### config.mk
export PLATFORM = sky130hd
export DESIGN_NAME = sprite_compositor
export DESIGN_NICKNAME = d
export VERILOG_FILES = /design/src/rtl/sprite_compositor.sv
export SDC_FILE = /design/constraint.sdc
export NUM_CORES = 1
export LEC_CHECK = 0
export ABC_AREA = 1
export CAP_MARGIN = 20
export CORE_AREA = 2 2 177 179
export DETAILED_ROUTE_END_ITERATION = 6
export DIE_AREA = 0 0 179 181
export GPL_ROUTABILITY_DRIVEN = 0
export PLACE_DENSITY = 0.63
export SLEW_MARGIN = 10
export SYNTH_ARGS = -nofsm -noshare
export SYNTH_HDL_FRONTEND = slang
export SYNTH_SLANG_ARGS = --single-unit
export TNS_END_PERCENT = 50
### constraint.sdc
create_clock -name Clk -period 4.75 [get_ports Clk]
set_input_delay 0.95 -clock Clk [delete_from_list [all_inputs] [get_ports Clk]]
set_output_delay 0.95 -clock Clk [all_outputs]
set_load 0.05 [all_outputs]
### src/rtl/sprite_compositor.sv
// Two-stage pixel compositor: priority/colour-key layer resolve, test and solid modes,
// a frame-locked fade-out/fade-in transition and a free-running animation frame counter.
module sprite_compositor #(
    parameter int          NUM_LAYERS  = 8,
    parameter logic [23:0] TRANSPARENT = 24'hFFFFFF,
    parameter int          ANIM_FRAMES = 4,
    parameter int          ANIM_DIV    = 8,
    parameter int          FADE_MAX    = 16
) (
    input  logic                             Clk,
    input  logic                             Reset,
    input  logic                             pixel_valid,
    input  logic [9:0]                       DrawX,
    input  logic [9:0]                       DrawY,
    input  logic                             frame_start,
    input  logic [NUM_LAYERS-1:0]            layer_hit,
    input  logic [24*NUM_LAYERS-1:0]         layer_color,
    input  logic [NUM_LAYERS-1:0]            layer_key_en,
    input  logic [23:0]                      bg_color,
    input  logic [1:0]                       mode,
    input  logic                             fade_start,
    output logic [7:0]                       VGA_R,
    output logic [7:0]                       VGA_G,
    output logic [7:0]                       VGA_B,
    output logic                             pix_valid_out,
    output logic [$clog2(NUM_LAYERS):0]      win_layer,
    output logic [$clog2(ANIM_FRAMES)-1:0]   anim_frame,
    output logic                             fade_busy
);

    localparam int WIN_W       = $clog2(NUM_LAYERS) + 1;
    localparam int AF_W        = $clog2(ANIM_FRAMES);
    localparam int DIV_W       = (ANIM_DIV > 1) ? $clog2(ANIM_DIV) : 1;
    localparam int LVL_W       = $clog2(FADE_MAX) + 1;
    localparam int FADE_SHIFT  = $clog2(FADE_MAX);

    typedef enum logic [1:0] {
        FADE_IDLE,
        FADE_OUT,
        FADE_HOLD,
        FADE_IN
    } fade_state_t;

    fade_state_t        fade_state;
    logic [LVL_W-1:0]   fade_level;
    logic [DIV_W-1:0]   div_cnt;

    logic [WIN_W-1:0]   win_idx;
    logic [23:0]        win_color;
    logic [WIN_W-1:0]   mode_win;
    logic [23:0]        mode_color;
    logic [7:0]         grad_b;

    logic               s1_valid;
    logic [23:0]        s1_color;
    logic [WIN_W-1:0]   s1_win;

    // DrawY and the low DrawX bits are part of the pixel bus but unused by this block.
    logic unused_inputs;
    assign unused_inputs = ^{DrawY, DrawX[2:0]};

    assign grad_b = 8'h7F - {1'b0, DrawX[9:3]};

    // NOTE: every variable gets a default before the loop/case so no latch is inferred.
    always_comb begin
        win_idx   = '1;
        win_color = bg_color;
        // Walk from lowest priority upward so the lowest eligible index is the last write.
        for (int i = NUM_LAYERS - 1; i >= 0; i--) begin
            if (layer_hit[i] &&
                !(layer_key_en[i] && (layer_color[24*i +: 24] == TRANSPARENT))) begin
                win_idx   = WIN_W'(i);
                win_color = layer_color[24*i +: 24];
            end
        end
    end

    always_comb begin
        mode_win   = '1;
        mode_color = bg_color;
        case (mode)
            2'b00: begin
                mode_win   = win_idx;
                mode_color = win_color;
            end
            2'b01:   mode_color = {8'h7B, 8'hFF, grad_b};
            default: mode_color = bg_color;
        endcase
    end

    function automatic logic [7:0] scale(input logic [7:0] ch, input logic [LVL_W-1:0] lvl);
        return 8'(({5'd0, ch} * {8'd0, lvl}) >> FADE_SHIFT);
    endfunction

    // NOTE: sequential state uses non-blocking assignments so all registers update together.
    always_ff @(posedge Clk) begin
        if (Reset) begin
            s1_valid      <= 1'b0;
            s1_color      <= '0;
            s1_win        <= '1;
            VGA_R         <= '0;
            VGA_G         <= '0;
            VGA_B         <= '0;
            pix_valid_out <= 1'b0;
            win_layer     <= '1;
        end else begin
            // Blanked pixels carry black and the background index through the pipe.
            s1_valid      <= pixel_valid;
            s1_color      <= pixel_valid ? mode_color : 24'h000000;
            s1_win        <= pixel_valid ? mode_win : '1;
            VGA_R         <= scale(s1_color[23:16], fade_level);
            VGA_G         <= scale(s1_color[15:8],  fade_level);
            VGA_B         <= scale(s1_color[7:0],   fade_level);
            pix_valid_out <= s1_valid;
            win_layer     <= s1_win;
        end
    end

    always_ff @(posedge Clk) begin
        if (Reset) begin
            fade_state <= FADE_IDLE;
            fade_level <= LVL_W'(FADE_MAX);
            fade_busy  <= 1'b0;
        end else begin
            case (fade_state)
                FADE_IDLE: begin
                    // A coincident frame_start does not decrement on entry.
                    if (fade_start) begin
                        fade_state <= FADE_OUT;
                        fade_busy  <= 1'b1;
                    end
                end
                FADE_OUT: begin
                    if (frame_start) begin
                        fade_level <= fade_level - LVL_W'(1);
                        if (fade_level == LVL_W'(1)) fade_state <= FADE_HOLD;
                    end
                end
                FADE_HOLD: begin
                    if (frame_start) fade_state <= FADE_IN;
                end
                FADE_IN: begin
                    if (frame_start) begin
                        fade_level <= fade_level + LVL_W'(1);
                        if (fade_level == LVL_W'(FADE_MAX - 1)) begin
                            fade_state <= FADE_IDLE;
                            fade_busy  <= 1'b0;
                        end
                    end
                end
                default: begin
                    fade_state <= FADE_IDLE;
                    fade_level <= LVL_W'(FADE_MAX);
                    fade_busy  <= 1'b0;
                end
            endcase
        end
    end

    always_ff @(posedge Clk) begin
        if (Reset) begin
            div_cnt    <= '0;
            anim_frame <= '0;
        end else if (frame_start) begin
            if (div_cnt == DIV_W'(ANIM_DIV - 1)) begin
                div_cnt    <= '0;
                anim_frame <= (anim_frame == AF_W'(ANIM_FRAMES - 1)) ? '0 : anim_frame + AF_W'(1);
            end else begin
                div_cnt <= div_cnt + DIV_W'(1);
            end
        end
    end

endmodule
==> out/metrics.yaml <==
floorplan:
  fp.dieH_um: 181
  ios: 291
  dieWidth_um: 179
  core-area_um2: 30300
  rows: 64
  initial_core_utilization_pct: 31.8
  die-area_um2: 32400
drt:
  average_routed_wire_per_standard_cell_um: 14.8
  via_count: 10700
  drt-initial-drc-count: 659
  finalWirelength_um: 34400
  drt.antenna.violating_nets: 0
  drc: 0
  routed-wl-met2_um: 16900
  highest-signal-layer: "met4"
  vias_per_cell: 4.58
  detailroute.wirelength.met3_um: 1990
  wirelength_met1_um: 13700
  dr.pass1.iters: 5
clock_tree:
  cts_tree: "done"
  clkSinkCount: 71
  clockBufferDepth: 2
  clockRootBuffer: "sky130_fd_sc_hd__clkbuf_16"
  cts-resized-gates: 0
  worst_setup_hold_path_clk_slew_ns: 0.07
  insertion_delay_ns: 0.35
  clock_tree.htree_level_count: 3
  cts_setup_buffers: 0
  cts_buffers: 9
  cts_hold_repair.buffers: 0
final_layout:
  fin_area_um2: 13100
  design.final.nets: 2297
  final.fill_count: 3225
  layout-drive-gt1-share_pct: 4.51
  area_growth_pct: 35.6
grt:
  grt_max_degree: 47
  grt_pass1_vias: 10300
  grt_usage_pct: 21.4
  grt_antenna_before_repair: 2
  grt_pass1_wl_um: 53300
  grt_overflow: 0
worst_setup_path:
  reg2reg_setup_slack_ns: 0.74
  worstPathMaxFanout: 18
  cp.required_ns: 5.04
  worstSetupPathType: "reg2reg"
  setup.worst_path.start_class: "flop"
  reg2regPathDepth: 16
  critPathArrivalTime_ns: 4.31
  setup.worst_path.start: "fade_level[3]$_SDFFE_PP0P_"
  worst_r2r_startpoint: "fade_level[3]$_SDFFE_PP0P_"
  rr_endpoint: "VGA_G[5]$_SDFF_PP0_"
  type_of_element_capturing_the_critical_path: "flop"
sta:
  fin_worst_hold_slack_ns: 0.409
  unrepaired_setup_endpoints_after_global_routing: "false"
  finalSetupTns_ns: 0
  fin_worst_skew_ns: 0.00695
  worst-slew-pin-transition_ns: 0.940
  report.final.slew_viol_count: 0
  finalHoldViolCount: 0
  max_slew_margin_pct: 37.3
  final.period_utilization_pct: 84.5
  total_setup_violations_reported_at_the_end_of_the_flow: 0
  max_clock_freq_mhz: 249
  finalCriticalPeriod_ns: 4.01
min_path:
  holdCritPathClass: "reg2reg"
  min_delay_path_depth: 2
  min_from: "s1_valid$_SDFF_PP0_"
  hold-path-endpoint: "pix_valid_out$_SDFF_PP0_"
logic_synthesis:
  postSynth.asyncResetShare_pct: 0
  synth_adder_area_share_pct: 18.4
  synth.area.top_cells: "sky130_fd_sc_hd__nand2_1, sky130_fd_sc_hd__inv_1, sky130_fd_sc_hd__dfxtp_1"
  synth_nets: 2057
  dominant_combinational_cell_family_by_area_after_synthesis: "simple AND/OR/NAND/NOR gates"
  ys_types: 43
  flip_flop_and_latch_count_after_synthesis: 71
  synthesis.area_um2: 9650
  ys_seq_area_share_pct: 14.7
  post_synth_xor_area_fraction_pct: 1.09
  synth_compound_area_share_pct: 12.5
  post_synth_mux_area_share_pct: 0
  syn_inst: 1685
  syn-mean-instance-area_um2: 5.73
  yosys_most_used_dff: "sky130_fd_sc_hd__dfxtp_1"
  area_share_of_the_largest_cell_type_after_synthesis_pct: 21.0
  synth_edf_count: 0
  yosys_warnings: 0
  post_synth_and_or_nand_nor_area_fraction_pct: 34.8
  synth.largest_area_cell: "sky130_fd_sc_hd__nand2_1"
power:
  ir_worst_vdd_mv: 0.172
  standby_leakage_power_nw: 7.34
  power-per-cell-area_nw_per_um2: 209
place:
  hpwl_um: 29600
  placement.io_buffers: 277
  total_placed_instance_area_um2: 12800
run:
  drv_cap: 0
outcome:
  run_status: "complete, no violations"
stage by stage:
step,setup WS (ns),total power (W),instances,util (%)
2_1_floorplan,0.963,0.00154,1685,-
3_3_place_gp,0.818,0.00205,2310,42.1
3_5_place_dp,0.726,0.00207,2310,42.1
4_1_cts,0.726,0.00277,2326,43.1
5_1_grt,0.395,0.00295,2328,43.1
6_report,0.736,0.00274,2328,43.1
Yosys cell counts (2+ instances only):
cell and instances:
sky130_fd_sc_hd__o21a_1 5, sky130_fd_sc_hd__fa_1 48, sky130_fd_sc_hd__inv_1 392, sky130_fd_sc_hd__ha_1 65, sky130_fd_sc_hd__nor3_2 2, sky130_fd_sc_hd__o21ai_0 90
sky130_fd_sc_hd__a211oi_1 3, sky130_fd_sc_hd__nor2_1 124, sky130_fd_sc_hd__buf_2 16, sky130_fd_sc_hd__dfxtp_1 71, sky130_fd_sc_hd__clkbuf_1 45, sky130_fd_sc_hd__nand2_1 539
sky130_fd_sc_hd__a21o_1 3, sky130_fd_sc_hd__a21oi_2 34, sky130_fd_sc_hd__a21oi_1 50, sky130_fd_sc_hd__xnor2_1 4, sky130_fd_sc_hd__nor3_1 13, sky130_fd_sc_hd__nand2_2 4
sky130_fd_sc_hd__nand3_1 106, sky130_fd_sc_hd__or2_2 6, sky130_fd_sc_hd__nand4_1 23, sky130_fd_sc_hd__clkinv_1 2, sky130_fd_sc_hd__buf_1 4, sky130_fd_sc_hd__xor2_1 8
sky130_fd_sc_hd__inv_2 2, sky130_fd_sc_hd__buf_6 3, sky130_fd_sc_hd__o22ai_1 7
sequential cells by signal, indices dropped and copies added (netlist names), 2 cells and up:
register / cells
s1_win: 4
anim_frame: 2
fade_level: 5
div_cnt: 3
VGA_R: 8
VGA_G: 8
fade_state: 2
s1_color: 24
VGA_B: 8
win_layer: 4
worst max-delay path by stage:
stage | cells past startpoint | to
2_1_floorplan | 15 | VGA_R[5]$_SDFF_PP0_
3_3_place_gp | 13 | VGA_R[5]$_SDFF_PP0_
3_5_place_dp | 16 | VGA_G[5]$_SDFF_PP0_
4_1_cts | 17 | VGA_B[6]$_SDFF_PP0_
5_1_grt | 14 | VGA_R[5]$_SDFF_PP0_
6_report | 16 | VGA_G[5]$_SDFF_PP0_
placed cells by master (no fill, tap or decap), drive strengths merged:
| cell | Yosys | final |
|---|---|---|
| a211oi | 3 | 3 |
| a21boi | 1 | 1 |
| a21o | 3 | 3 |
| a21oi | 84 | 84 |
| a221o | 1 | 1 |
| a221oi | 1 | 1 |
| buf | 24 | 21 |
| bufinv | 0 | 1 |
| clkbuf | 45 | 10 |
| clkdlybuf4s50 | 0 | 277 |
| clkinv | 2 | 3 |
| clkinvlp | 0 | 3 |
| dfxtp | 71 | 71 |
| diode | 0 | 2 |
| fa | 48 | 48 |
| ha | 65 | 65 |
| inv | 394 | 395 |
| nand2 | 544 | 544 |
| nand2b | 1 | 1 |
| nand3 | 106 | 106 |
| nand3b | 1 | 1 |
| nand4 | 23 | 23 |
| nor2 | 125 | 125 |
| nor3 | 15 | 15 |
| nor4 | 1 | 1 |
| o2111ai | 1 | 1 |
| o211ai | 1 | 1 |
| o21a | 5 | 5 |
| o21ai | 90 | 90 |
| o21bai | 1 | 1 |
| o221a | 1 | 1 |
| o22ai | 7 | 7 |
| o31ai | 1 | 1 |
| o32ai | 1 | 1 |
| or2 | 7 | 7 |
| xnor2 | 4 | 4 |
| xor2 | 8 | 8 |
layout make-up:
type                       count  area [um2]  share of cell area (%)
inverter                     396        1490                    11.4
multi-input combinational   1149        6440                    49.2
antenna                        2        5.00                  0.0382
clock inverter                 6        70.1                   0.535
tap                          396         495                    3.79
clock buffer                  10         229                    1.75
timing repair buffer         298        2940                    22.5
sequential                    71        1420                    10.9
routing by layer:
layer	track usage [%]	vias to the layer above
met5	0	-
met4	11.2	0
met3	3.41	71
met2	37.4	346
met1	24.9	4686
li1	-	5551
report_power, final:
group	leakage [nW]	internal (W)	switching, W
clock	0.135	0.000409	0.000278
sequential	0.582	0.000664	0.0000962
combinational	6.62	0.000546	0.000744
total	7.34	0.00162	0.00112
critical path: stages, from the launching register on:
cell	delay, ns
sky130_fd_sc_hd__dfxtp_1	0.74
sky130_fd_sc_hd__buf_4	0.29
sky130_fd_sc_hd__nand2_1	0.06
sky130_fd_sc_hd__inv_1	0.08
sky130_fd_sc_hd__fa_1	0.44
sky130_fd_sc_hd__fa_1	0.50
sky130_fd_sc_hd__inv_1	0.05
sky130_fd_sc_hd__fa_1	0.47
sky130_fd_sc_hd__inv_1	0.04
sky130_fd_sc_hd__ha_1	0.31
sky130_fd_sc_hd__inv_1	0.10
sky130_fd_sc_hd__o21bai_1	0.09
sky130_fd_sc_hd__nor2_1	0.15
sky130_fd_sc_hd__a21oi_1	0.10
sky130_fd_sc_hd__or2_2	0.29
sky130_fd_sc_hd__a21oi_1	0.13
sky130_fd_sc_hd__o21a_1	0.13
kinds of logic (layout without fill, tap and decap cells):
family                     after synthesis  in the layout
other                                    0              2
DFF                                     71             71
xor gates and xnor gates                12             12
adders and majority gates              113            113
buffers and inverters                  465            710
and+or+nand+nor                        823            823
AOI/OAI and AO/OA                      201            201
No activity file was read; power rests on OpenSTA's default activity.
